--- config.mk ---
export PLATFORM = sky130hd
export DESIGN_NAME = acpi_pwrbtn_ctrl
export DESIGN_NICKNAME = d
export VERILOG_FILES = /design/src/rtl/acpi_pwrbtn_ctrl.sv
export SDC_FILE = /design/constraint.sdc
export NUM_CORES = 1
export LEC_CHECK = 0
export BUFFER_PORTS_ARGS = -buffer_cell sky130_fd_sc_hd__buf_4
export CORE_MARGIN = 2
export CORE_UTILIZATION = 30
export DETAILED_ROUTE_END_ITERATION = 10
export MAX_ROUTING_LAYER = met4
export SLEW_MARGIN = 10
export SYNTH_ARGS = -nofsm -noshare
export SYNTH_HDL_FRONTEND = slang
export SYNTH_SLANG_ARGS = --single-unit
--- constraint.sdc ---
create_clock -name clk_i -period 2.55 [get_ports clk_i]
set_input_delay 0.51 -clock clk_i [delete_from_list [all_inputs] [get_ports clk_i]]
set_output_delay 0.51 -clock clk_i [all_outputs]
set_load 0.005 [all_outputs]
--- src/rtl/acpi_pwrbtn_ctrl.sv ---
// ACPI button front-end: per-channel synchroniser, debouncer and short/long press
// classifier, feeding an S5/S0/S3 sleep-state sequencer with request/ack handshake.
module acpi_pwrbtn_ctrl #(
  parameter int NUM_BTN     = 2,
  parameter int CNT_W       = 24,
  parameter int SYNC_STAGES = 2
) (
  input  logic               clk_i,
  input  logic               rst_ni,
  input  logic [NUM_BTN-1:0] btn_ni,
  input  logic [CNT_W-1:0]   debounce_cyc_i,
  input  logic [CNT_W-1:0]   long_cyc_i,
  input  logic               pwr_ack_i,
  input  logic               sci_clr_i,
  output logic [NUM_BTN-1:0] btn_state_o,
  output logic [NUM_BTN-1:0] short_evt_o,
  output logic [NUM_BTN-1:0] long_evt_o,
  output logic               pwr_req_o,
  output logic               slp_req_o,
  output logic               force_off_o,
  output logic               sci_irq_o,
  output logic [2:0]         sstate_o
);

  typedef enum logic [2:0] {
    ST_S5       = 3'd0,
    ST_ON_WAIT  = 3'd1,
    ST_S0       = 3'd2,
    ST_SLP_WAIT = 3'd3,
    ST_S3       = 3'd4
  } state_t;

  // A debounce threshold of zero behaves like one cycle.
  logic [CNT_W-1:0] db_last;
  logic             long_en;

  assign db_last = (debounce_cyc_i == '0) ? '0 : debounce_cyc_i - CNT_W'(1);
  assign long_en = |long_cyc_i;

  for (genvar gi = 0; gi < NUM_BTN; gi++) begin : g_btn
    logic [SYNC_STAGES-1:0] sync_reg;
    logic [CNT_W-1:0]       db_cnt_reg;
    logic [CNT_W-1:0]       hold_cnt_reg;
    logic                   state_reg;
    logic                   state_d_reg;
    logic                   long_flag_reg;
    logic                   short_reg;
    logic                   synced;
    logic                   long_hit;

    assign synced   = ~sync_reg[SYNC_STAGES-1];
    assign long_hit = state_reg & ~long_flag_reg & long_en & (hold_cnt_reg == long_cyc_i);

    always_ff @(posedge clk_i or negedge rst_ni) begin
      if (!rst_ni) begin
        sync_reg      <= '1;
        db_cnt_reg    <= '0;
        hold_cnt_reg  <= '0;
        state_reg     <= 1'b0;
        state_d_reg   <= 1'b0;
        long_flag_reg <= 1'b0;
        short_reg     <= 1'b0;
      end else begin
        sync_reg <= {sync_reg[SYNC_STAGES-2:0], btn_ni[gi]};

        if (synced == state_reg) begin
          db_cnt_reg <= '0;
        end else if (db_cnt_reg >= db_last) begin
          state_reg  <= synced;
          db_cnt_reg <= '0;
        end else begin
          db_cnt_reg <= db_cnt_reg + CNT_W'(1);
        end

        state_d_reg <= state_reg;
        short_reg   <= state_d_reg & ~state_reg & ~long_flag_reg;

        // The long flag survives the first released cycle so the short decision can see it.
        if (!state_reg) begin
          hold_cnt_reg  <= '0;
          long_flag_reg <= 1'b0;
        end else begin
          if (hold_cnt_reg != '1) begin
            hold_cnt_reg <= hold_cnt_reg + CNT_W'(1);
          end
          if (long_hit) begin
            long_flag_reg <= 1'b1;
          end
        end
      end
    end

    assign btn_state_o[gi] = state_reg;
    assign short_evt_o[gi] = short_reg;
    assign long_evt_o[gi]  = long_hit;
  end

  state_t state_reg, state_next;
  logic   from_s3_reg, from_s3_next;
  logic   force_reg, force_next;
  logic   sci_reg, sci_next;
  logic   sci_set;

  always_comb begin
    state_next   = state_reg;
    from_s3_next = from_s3_reg;
    force_next   = 1'b0;
    sci_set      = 1'b0;
    case (state_reg)
      ST_S5: begin
        if (short_evt_o[0]) begin
          state_next   = ST_ON_WAIT;
          from_s3_next = 1'b0;
        end
      end
      ST_ON_WAIT: begin
        if (long_evt_o[0]) begin
          state_next = ST_S5;
          force_next = 1'b1;
        end else if (pwr_ack_i) begin
          state_next = ST_S0;
        end
      end
      ST_S0: begin
        if (long_evt_o[0]) begin
          state_next = ST_S5;
          force_next = 1'b1;
        end else if (short_evt_o[0]) begin
          sci_set = 1'b1;
        end else if (short_evt_o[1]) begin
          state_next = ST_SLP_WAIT;
        end
      end
      ST_SLP_WAIT: begin
        if (long_evt_o[0]) begin
          state_next = ST_S5;
          force_next = 1'b1;
        end else if (pwr_ack_i) begin
          state_next = ST_S3;
        end
      end
      ST_S3: begin
        if (long_evt_o[0]) begin
          state_next = ST_S5;
          force_next = 1'b1;
        end else if (|short_evt_o) begin
          state_next   = ST_ON_WAIT;
          from_s3_next = 1'b1;
        end
      end
      default: state_next = ST_S5;
    endcase

    if (sci_set) begin
      sci_next = 1'b1;
    end else if (force_next || sci_clr_i) begin
      sci_next = 1'b0;
    end else begin
      sci_next = sci_reg;
    end
  end

  always_ff @(posedge clk_i or negedge rst_ni) begin
    if (!rst_ni) begin
      state_reg   <= ST_S5;
      from_s3_reg <= 1'b0;
      force_reg   <= 1'b0;
      sci_reg     <= 1'b0;
    end else begin
      state_reg   <= state_next;
      from_s3_reg <= from_s3_next;
      force_reg   <= force_next;
      sci_reg     <= sci_next;
    end
  end

  // ON_WAIT reports the state it is waking from; SLP_WAIT is still S0.
  always_comb begin
    sstate_o = 3'd5;
    case (state_reg)
      ST_S5:       sstate_o = 3'd5;
      ST_ON_WAIT:  sstate_o = from_s3_reg ? 3'd3 : 3'd5;
      ST_S0:       sstate_o = 3'd0;
      ST_SLP_WAIT: sstate_o = 3'd0;
      ST_S3:       sstate_o = 3'd3;
      default:     sstate_o = 3'd5;
    endcase
  end

  assign pwr_req_o   = (state_reg == ST_ON_WAIT);
  assign slp_req_o   = (state_reg == ST_SLP_WAIT);
  assign force_off_o = force_reg;
  assign sci_irq_o   = sci_reg;

endmodule

==> impl_metrics.json, run 1 <==
{
  "status": "finished with violations",
  "violations": "negative setup slack",
  "ys_seq_area_share_pct": 37.4,
  "yosys_warnings": 0,
  "drv_cap": 0,
  "vias": 6665,
  "dp.cells": 1292,
  "drt_first_iter_violations": 312,
  "initial_core_util_pct": 30.5,
  "portBuffers": 66,
  "fmax_ghz": 0.320,
  "antenna-diode-count": 0,
  "synth_fp_nets": 953,
  "cp.arrival_ns": 3.46,
  "finalSetupViolCount": 50,
  "pwr-share-comb_pct": 10.2,
  "antenna_found_initial": 0,
  "critical_path_class": "primary input to flip-flop",
  "synth_edf_count": 0,
  "use_met1_pct": 20.9,
  "timing_hold_violations_final": 0,
  "gr-total-overflow": 0,
  "critPathLaunchType": "primary input",
  "io_pins": 67,
  "pwr-share-clk_pct": 49.8,
  "synth.distinct_cells": 59,
  "ir_drop_uv": 369,
  "first_pass_iters": 4,
  "wirelength_um": 20500,
  "hold_path_class": "primary input to async pin",
  "slew_viol_final": 0,
  "clkLatencyLatePin_ns": 0.42,
  "layout_min_cycle_time_ns": 3.12,
  "syn_inst": 845,
  "ys_seq_elements": 114,
  "ctsHtreeMaxLevel": 4,
  "intPower_mw": 3.52,
  "grt_pass1_vias": 6764,
  "min_period_over_period_pct": 122,
  "dieHeight_um": 164,
  "drtAntennaViolNets": 0,
  "finalInstanceArea_um2": 10200,
  "endpoint_kind": "flip-flop",
  "seqPwrFrac_pct": 40.0,
  "synth_ff_type": "dfrtp_1",
  "routedWlPerCell_um": 15.3,
  "place_area_um2": 9140,
  "grt_pass1_wl_um": 33700,
  "area_growth_pct": 33.1,
  "drive_gt1_share_pct": 26.7,
  "swShare_pct": 24.5,
  "mostFrequentLayoutCells": "145 x buf_4, 114 x nor2_1, 104 x dfrtp_1",
  "rsz0062_at_grt": "true",
  "core_area_um2": 25100,
  "async_reset_ff_share_pct": 100,
  "grtUsageTotal_pct": 16.2,
  "netlist_area_um2": 7650,
  "busiest_layer": "met2",
  "dpl.hpwl_um": 15000,
  "cts_tree": "done",
  "fin_nets": 1104,
  "tightest_slew_ns": 0.650,
  "p_leak_nw": 4.65,
  "gp_congestion": 0.916,
  "layout_commonest_cell": "buf_4",
  "finalClockSkew_ns": 0.00806,
  "p_sw_mw": 1.14,
  "critPathRequiredTime_ns": 2.89,
  "clk_path_buf_depth": 2,
  "met2_usage_pct": 25.8,
  "rows": 58,
  "drc": 0,
  "avgViaCountPerCell": 4.98,
  "path_clk_slew_ns": 0.06,
  "die_w_um": 164,
  "syn_avg_cell_area_um2": 9.05,
  "postCtsHoldBufs": 0,
  "grt_util_met3_pct": 3.26,
  "grt_start_max_net_pins": 46,
  "setup_tns_ns": -26.99,
  "cts-buffers-inserted": 17,
  "dieArea_um2": 26800,
  "cts.sinks": 114,
  "cp_max_fo": 24,
  "max-slew-margin-rel_pct": 56.3,
  "fin_cells": 1339,
  "setup_slack_ns": -0.573,
  "root_buffer": "clkbuf_16",
  "cellPowerDensity_nw_per_um2": 458
}
[cell usage after synthesis, types with 8 or more instances]
library cell / instances / share of area [%]
nand2b_1: 8 / 0.65
nor4_1: 30 / 2.5
and2_1: 9 / 0.74
nor2_1: 114 / 5.6
o21ai_0: 9 / 0.59
a21oi_1: 26 / 1.7
ha_1: 54 / 8.8
nor3_1: 32 / 2.1
xor2_1: 100 / 11
nand4_1: 36 / 2.9
and4_1: 12 / 1.4
inv_1: 15 / 0.74
nand2_1: 86 / 4.2
and3_1: 16 / 1.3
nand3_1: 36 / 2.4
dfrtp_1: 110 / 36
xnor2_1: 52 / 6.0
clkbuf_1: 16 / 0.78
[metal layers]
metal / wire, um / vias up
met5: 0 / -
met4: 352 / 0
met3: 1030 / 26
met2: 9670 / 175
met1: 9450 / 3188
li1: - / 3276
[kinds of logic after synthesis]
family,synth area share (%)
adder cells (fa/ha/maj),8.83
AND/OR/NAND/NOR,27.4
multiplexers,0.523
AO/OA/AOI/OAI,6.00
XOR/XNOR,17.4
buffers and inverters,2.49
flip-flops,37.4
[repair_timing]
item,CTS,global route
cloned,0,2
resized for setup,43,32
buffers inserted,12,2
pin swaps,12,23
setup endpoints to repair,52,52
[power groups by stage]
stage / clock network [mW] / logic [mW] / registers (mW)
floorplan: 0 / 0.187 / 1.88
global placement: 0 / 0.426 / 1.89
detailed placement: 0 / 0.432 / 1.90
CTS: 2.38 / 0.457 / 1.86
global route: 2.47 / 0.529 / 1.87
finish: 2.32 / 0.477 / 1.87
[path summary, 6_finish.rpt]
kind / slack, ns / start / cells past startpoint / end
min in group clk_i: 0.22 / btn_ni[1] / 1 / g_btn[1].sync_reg[0]$_DFF_PN1_
worst min register to register: 0.35 / g_btn[0].sync_reg[0]$_DFF_PN1_ / 0 / g_btn[0].sync_reg[1]$_DFF_PN1_
worst min-delay path: 0.12 / rst_ni / 1 / g_btn[0].hold_cnt_reg[18]$_DFFE_PN0P_
max in group asynchronous: 1.76 / rst_ni / 2 / g_btn[0].hold_cnt_reg[7]$_DFFE_PN0P_
worst max-delay path: -0.57 / debounce_cyc_i[19] / 14 / g_btn[1].db_cnt_reg[6]$_DFF_PN0_
worst max register to register: 0.29 / g_btn[1].db_cnt_reg[15]$_DFF_PN0_ / 8 / g_btn[1].db_cnt_reg[6]$_DFF_PN0_
[metrics by stage]
step,power [mW],hold WS [ns],setup WS (ns),util (%)
3_5_place_dp,2.33,0.347,-1.13,36.4
2_1_floorplan,2.07,0.214,-0.795,-
4_1_cts,4.70,0.127,-0.521,39.8
3_3_place_gp,2.32,0.347,-1.08,36.4
6_report,4.67,0.116,-0.573,40.6
5_1_grt,4.86,0.148,-0.739,40.6
[final cells by class]
type,instances,area [um^2]
fill,2507,14900
multi-input combinational,688,4990
sequential,114,2870
timing repair buffer,159,1280
clock buffer,20,447
tap,330,413
clock inverter,12,134
inverter,16,60.1
[critical path, cell delays in order]
cell      delay [ns]
buf_4           0.12
or4_4           0.55
or2_4           0.26
nand2b_4        0.16
buf_12          0.15
nand2_2         0.09
ha_4            0.21
a21oi_1         0.12
a21boi_1        0.09
o31ai_1         0.22
o21ai_1         0.12
or4_4           0.57
buf_12          0.18
nor2_1          0.12
Power figures use the tool's default switching activity.
==> run 2, diff against run 1 <==
- ABC_AREA: default -> 1
==> run 2 against run 1 <==
  * The run still ends with negative setup slack left
  * Fmax increased by 12%
  * Wire length grew 40%
  * Sequential power up 11%
  * First-iteration DRC count is 140% higher
  * Area after synthesis up 17%
  * Critical path depth up 3
  * Global-route usage grew 2.9 points
  * Register-to-register slack got worse by 0.11 ns
  * Combinational power increased to 2.7 times the previous value
  * Critical path type unchanged
  * Critical endpoint is now g_btn[1].db_cnt_reg[16]$_DFF_PN0_
==> impl_metrics.json, run 2 <==
{
  "status": "finished with violations",
  "violations": "negative setup slack",
  "first_pass_iters": 5,
  "root_buffer": "clkbuf_16",
  "dieHeight_um": 176,
  "max-slew-margin-rel_pct": 12.0,
  "ctsHtreeMaxLevel": 4,
  "cpMostUsedCell": "inv_1",
  "tightest_slew_ns": 1.31,
  "r2r_setup_slack_ns": 0.18,
  "cts_tree": "done",
  "r2r_end": "g_btn[0].db_cnt_reg[23]$_DFF_PN0_",
  "multi_input_area_um2": 5710,
  "path_cells": "buf_6 > inv_1 > ha_4 > inv_1 > nor3_1 > nand4_1 > buf_4 > nand3_2 > ha_1 > nand2_1 > o21ai_0 > a21oi_1 > a21oi_2 > nor3_4 > nand3_4 > clkbuf_16 > nor2_1",
  "synth_ff_type": "dfrtp_1",
  "post-synth-top-count-cell": "nand2_1",
  "synth_xor_area_share_pct": 5.59,
  "place_area_um2": 10400,
  "gr-total-overflow": 0,
  "clk_path_buf_depth": 2,
  "path_clk_slew_ns": 0.06,
  "p_leak_nw": 5.46,
  "timing_hold_violations_final": 0,
  "finalSetupViolCount": 50,
  "layout_min_cycle_time_ns": 2.79,
  "grtUsageTotal_pct": 19.1,
  "layout_commonest_cell": "nand2_1",
  "synth_edf_count": 0,
  "crit_slowest_cell": "nor3_4",
  "clkLatencyLatePin_ns": 0.43,
  "cellPowerDensity_nw_per_um2": 518,
  "portBuffers": 66,
  "yosys_warnings": 0,
  "finalClockSkew_ns": 0.0212,
  "area_growth_pct": 29.9,
  "drt_first_iter_violations": 738,
  "setup_slack_ns": -0.237,
  "r2r_start": "g_btn[0].state_reg$_DFFE_PN0P_",
  "critPathTopFamily": "simple AND/OR/NAND/NOR gates",
  "wirelength_um": 28700,
  "hold_path_class": "primary input to async pin",
  "min_period_over_period_pct": 109,
  "synth_top_family_by_area": "simple AND/OR/NAND/NOR gates",
  "fmax_ghz": 0.359,
  "synth_commonest_cells": "278 x nand2_1, 185 x nor2_1, 181 x inv_1, 110 x dfrtp_1, 87 x nand3_1",
  "dieArea_um2": 31100,
  "drive_gt1_share_pct": 21.2,
  "io_pins": 67,
  "syn_avg_cell_area_um2": 6.90,
  "synthAdderAreaFrac_pct": 7.57,
  "critPathLaunchType": "primary input",
  "fill_cells": 3105,
  "cp_max_fo": 10,
  "routedWlPerCell_um": 15.6,
  "core_area_um2": 29500,
  "synth_area_leaders": "dfrtp_1 31%, nand2_1 12%, nor2_1 7.8%",
  "finalInstanceArea_um2": 11600,
  "avgViaCountPerCell": 5.00,
  "gp_congestion": 0.957,
  "netlist_area_um2": 8930,
  "synth_fp_nets": 1402,
  "grt_pass1_wl_um": 46000,
  "die_w_um": 176,
  "mostFrequentLayoutCells": "261 x nand2_1, 176 x inv_1, 164 x nor2_1",
  "grt_pass1_vias": 8969,
  "drc": 0,
  "ys_seq_area_share_pct": 32.0,
  "seqCellArea_um2": 2860,
  "synth-simple-area-share_pct": 35.9,
  "syn_inst": 1294,
  "vias": 9227,
  "endpoint_kind": "flip-flop",
  "grt_start_max_net_pins": 45,
  "synth_mux_area_share_pct": 0,
  "cp.arrival_ns": 3.14,
  "critical_path_class": "primary input to flip-flop",
  "fin_nets": 1552,
  "rsz0062_at_grt": "true",
  "async_reset_ff_share_pct": 100,
  "synth.distinct_cells": 53,
  "initial_core_util_pct": 30.3,
  "synth_area_leader_cell": "dfrtp_1",
  "cts.sinks": 114,
  "critPathRequiredTime_ns": 2.90,
  "dpl.hpwl_um": 22000,
  "antenna-diode-count": 0,
  "drv_cap": 0,
  "synth_top_area_share_pct": 30.8,
  "antenna_found_initial": 0,
  "slew_viol_final": 0,
  "ys_seq_elements": 114,
  "cts-buffers-inserted": 17,
  "worst-path-buf-inv": 5,
  "slowest_delay_ns": 0.27,
  "reg2regPathDepth": 4,
  "setup_tns_ns": -8.61,
  "rows": 63,
  "ir_drop_uv": 418,
  "drtAntennaViolNets": 0,
  "synth-compound-area-share_pct": 9.92
}
[run 2: changes by cell type in the layout (fill, tap and decap cells not counted), sizes merged, moves of 31 or more]
| cell | delta |
|---|---|
| nand2 | +197 |
| o21ai | +43 |
| nor2 | +78 |
| xor2 | -57 |
| a21oi | +31 |
| xnor2 | -38 |
| nand3 | +58 |
| inv | +171 |
[run 2: worst max-delay path by stage]
stage                                  from                                end  slack, ns  cells past startpoint
after floorplan           debounce_cyc_i[4]  g_btn[0].db_cnt_reg[14]$_DFF_PN0_      -0.29                     20
after global placement    debounce_cyc_i[4]   g_btn[0].db_cnt_reg[2]$_DFF_PN0_      -0.60                     20
after detailed placement  debounce_cyc_i[4]  g_btn[0].db_cnt_reg[23]$_DFF_PN0_      -0.70                     20
after CTS                 debounce_cyc_i[3]  g_btn[0].db_cnt_reg[16]$_DFF_PN0_      -0.16                     20
after global routing      debounce_cyc_i[1]  g_btn[1].db_cnt_reg[12]$_DFF_PN0_      -0.34                     17
final                     debounce_cyc_i[1]  g_btn[1].db_cnt_reg[16]$_DFF_PN0_      -0.24                     17
[run 2: kinds of logic (layout without fill, tap and decap cells)]
kind of cell | after synthesis | in the layout
compound gates | 154 | 154
xor+xnor | 57 | 57
fa+ha+maj | 54 | 54
buf+inv | 206 | 366
flops | 114 | 114
simple gates | 709 | 712
[run 2: per-stage QoR]
| step | total power [mW] | setup WS, ns | cells | util, % | hold slack, ns |
|---|---|---|---|---|---|
| 2_1_floorplan | 2.79 | -0.293 | 1294 | - | 0.214 |
| 3_3_place_gp | 3.28 | -0.598 | 1798 | 35.1 | 0.349 |
| 3_5_place_dp | 3.31 | -0.700 | 1798 | 35.1 | 0.349 |
| 4_1_cts | 5.98 | -0.160 | 1837 | 37.9 | 0.101 |
| 5_1_grt | 6.32 | -0.338 | 1847 | 39.3 | 0.123 |
| 6_report | 6.00 | -0.237 | 1847 | 39.3 | 0.0750 |
[run 2: routing by layer]
layer / global-route usage (%) / share of wire [%]
met5: - / 0
met4: 4.65 / 1.0
met3: 3.51 / 5.9
met2: 30.7 / 48
met1: 24.8 / 45
[run 2: area by class of cell]
class / instances / share of cell area (%)
Clock buffer: 19 / 3.91
Clock inverter: 13 / 1.56
Timing Repair Buffer: 146 / 10.3
Tap cell: 390 / 4.21
Inverter: 188 / 6.13
Multi-Input combinational cell: 977 / 49.2
Sequential cell: 114 / 24.7
[run 2: power breakdown]
part / switching, mW / internal [mW]
Combinational: 0.774 / 0.536
Clock: 0.933 / 1.68
Sequential: 0.144 / 1.93
Total: 1.85 / 4.15
[run 2: repair_timing]
action | 4_1_cts | 5_1_grt
endpoints found under the setup margin | 51 | 52
setup buffers | 4 | 8
resized for setup | 31 | 81
hold buffers | 0 | 0
pin swaps | 18 | 36
endpoints found under the hold margin | 0 | 0
cloned | 3 | 2
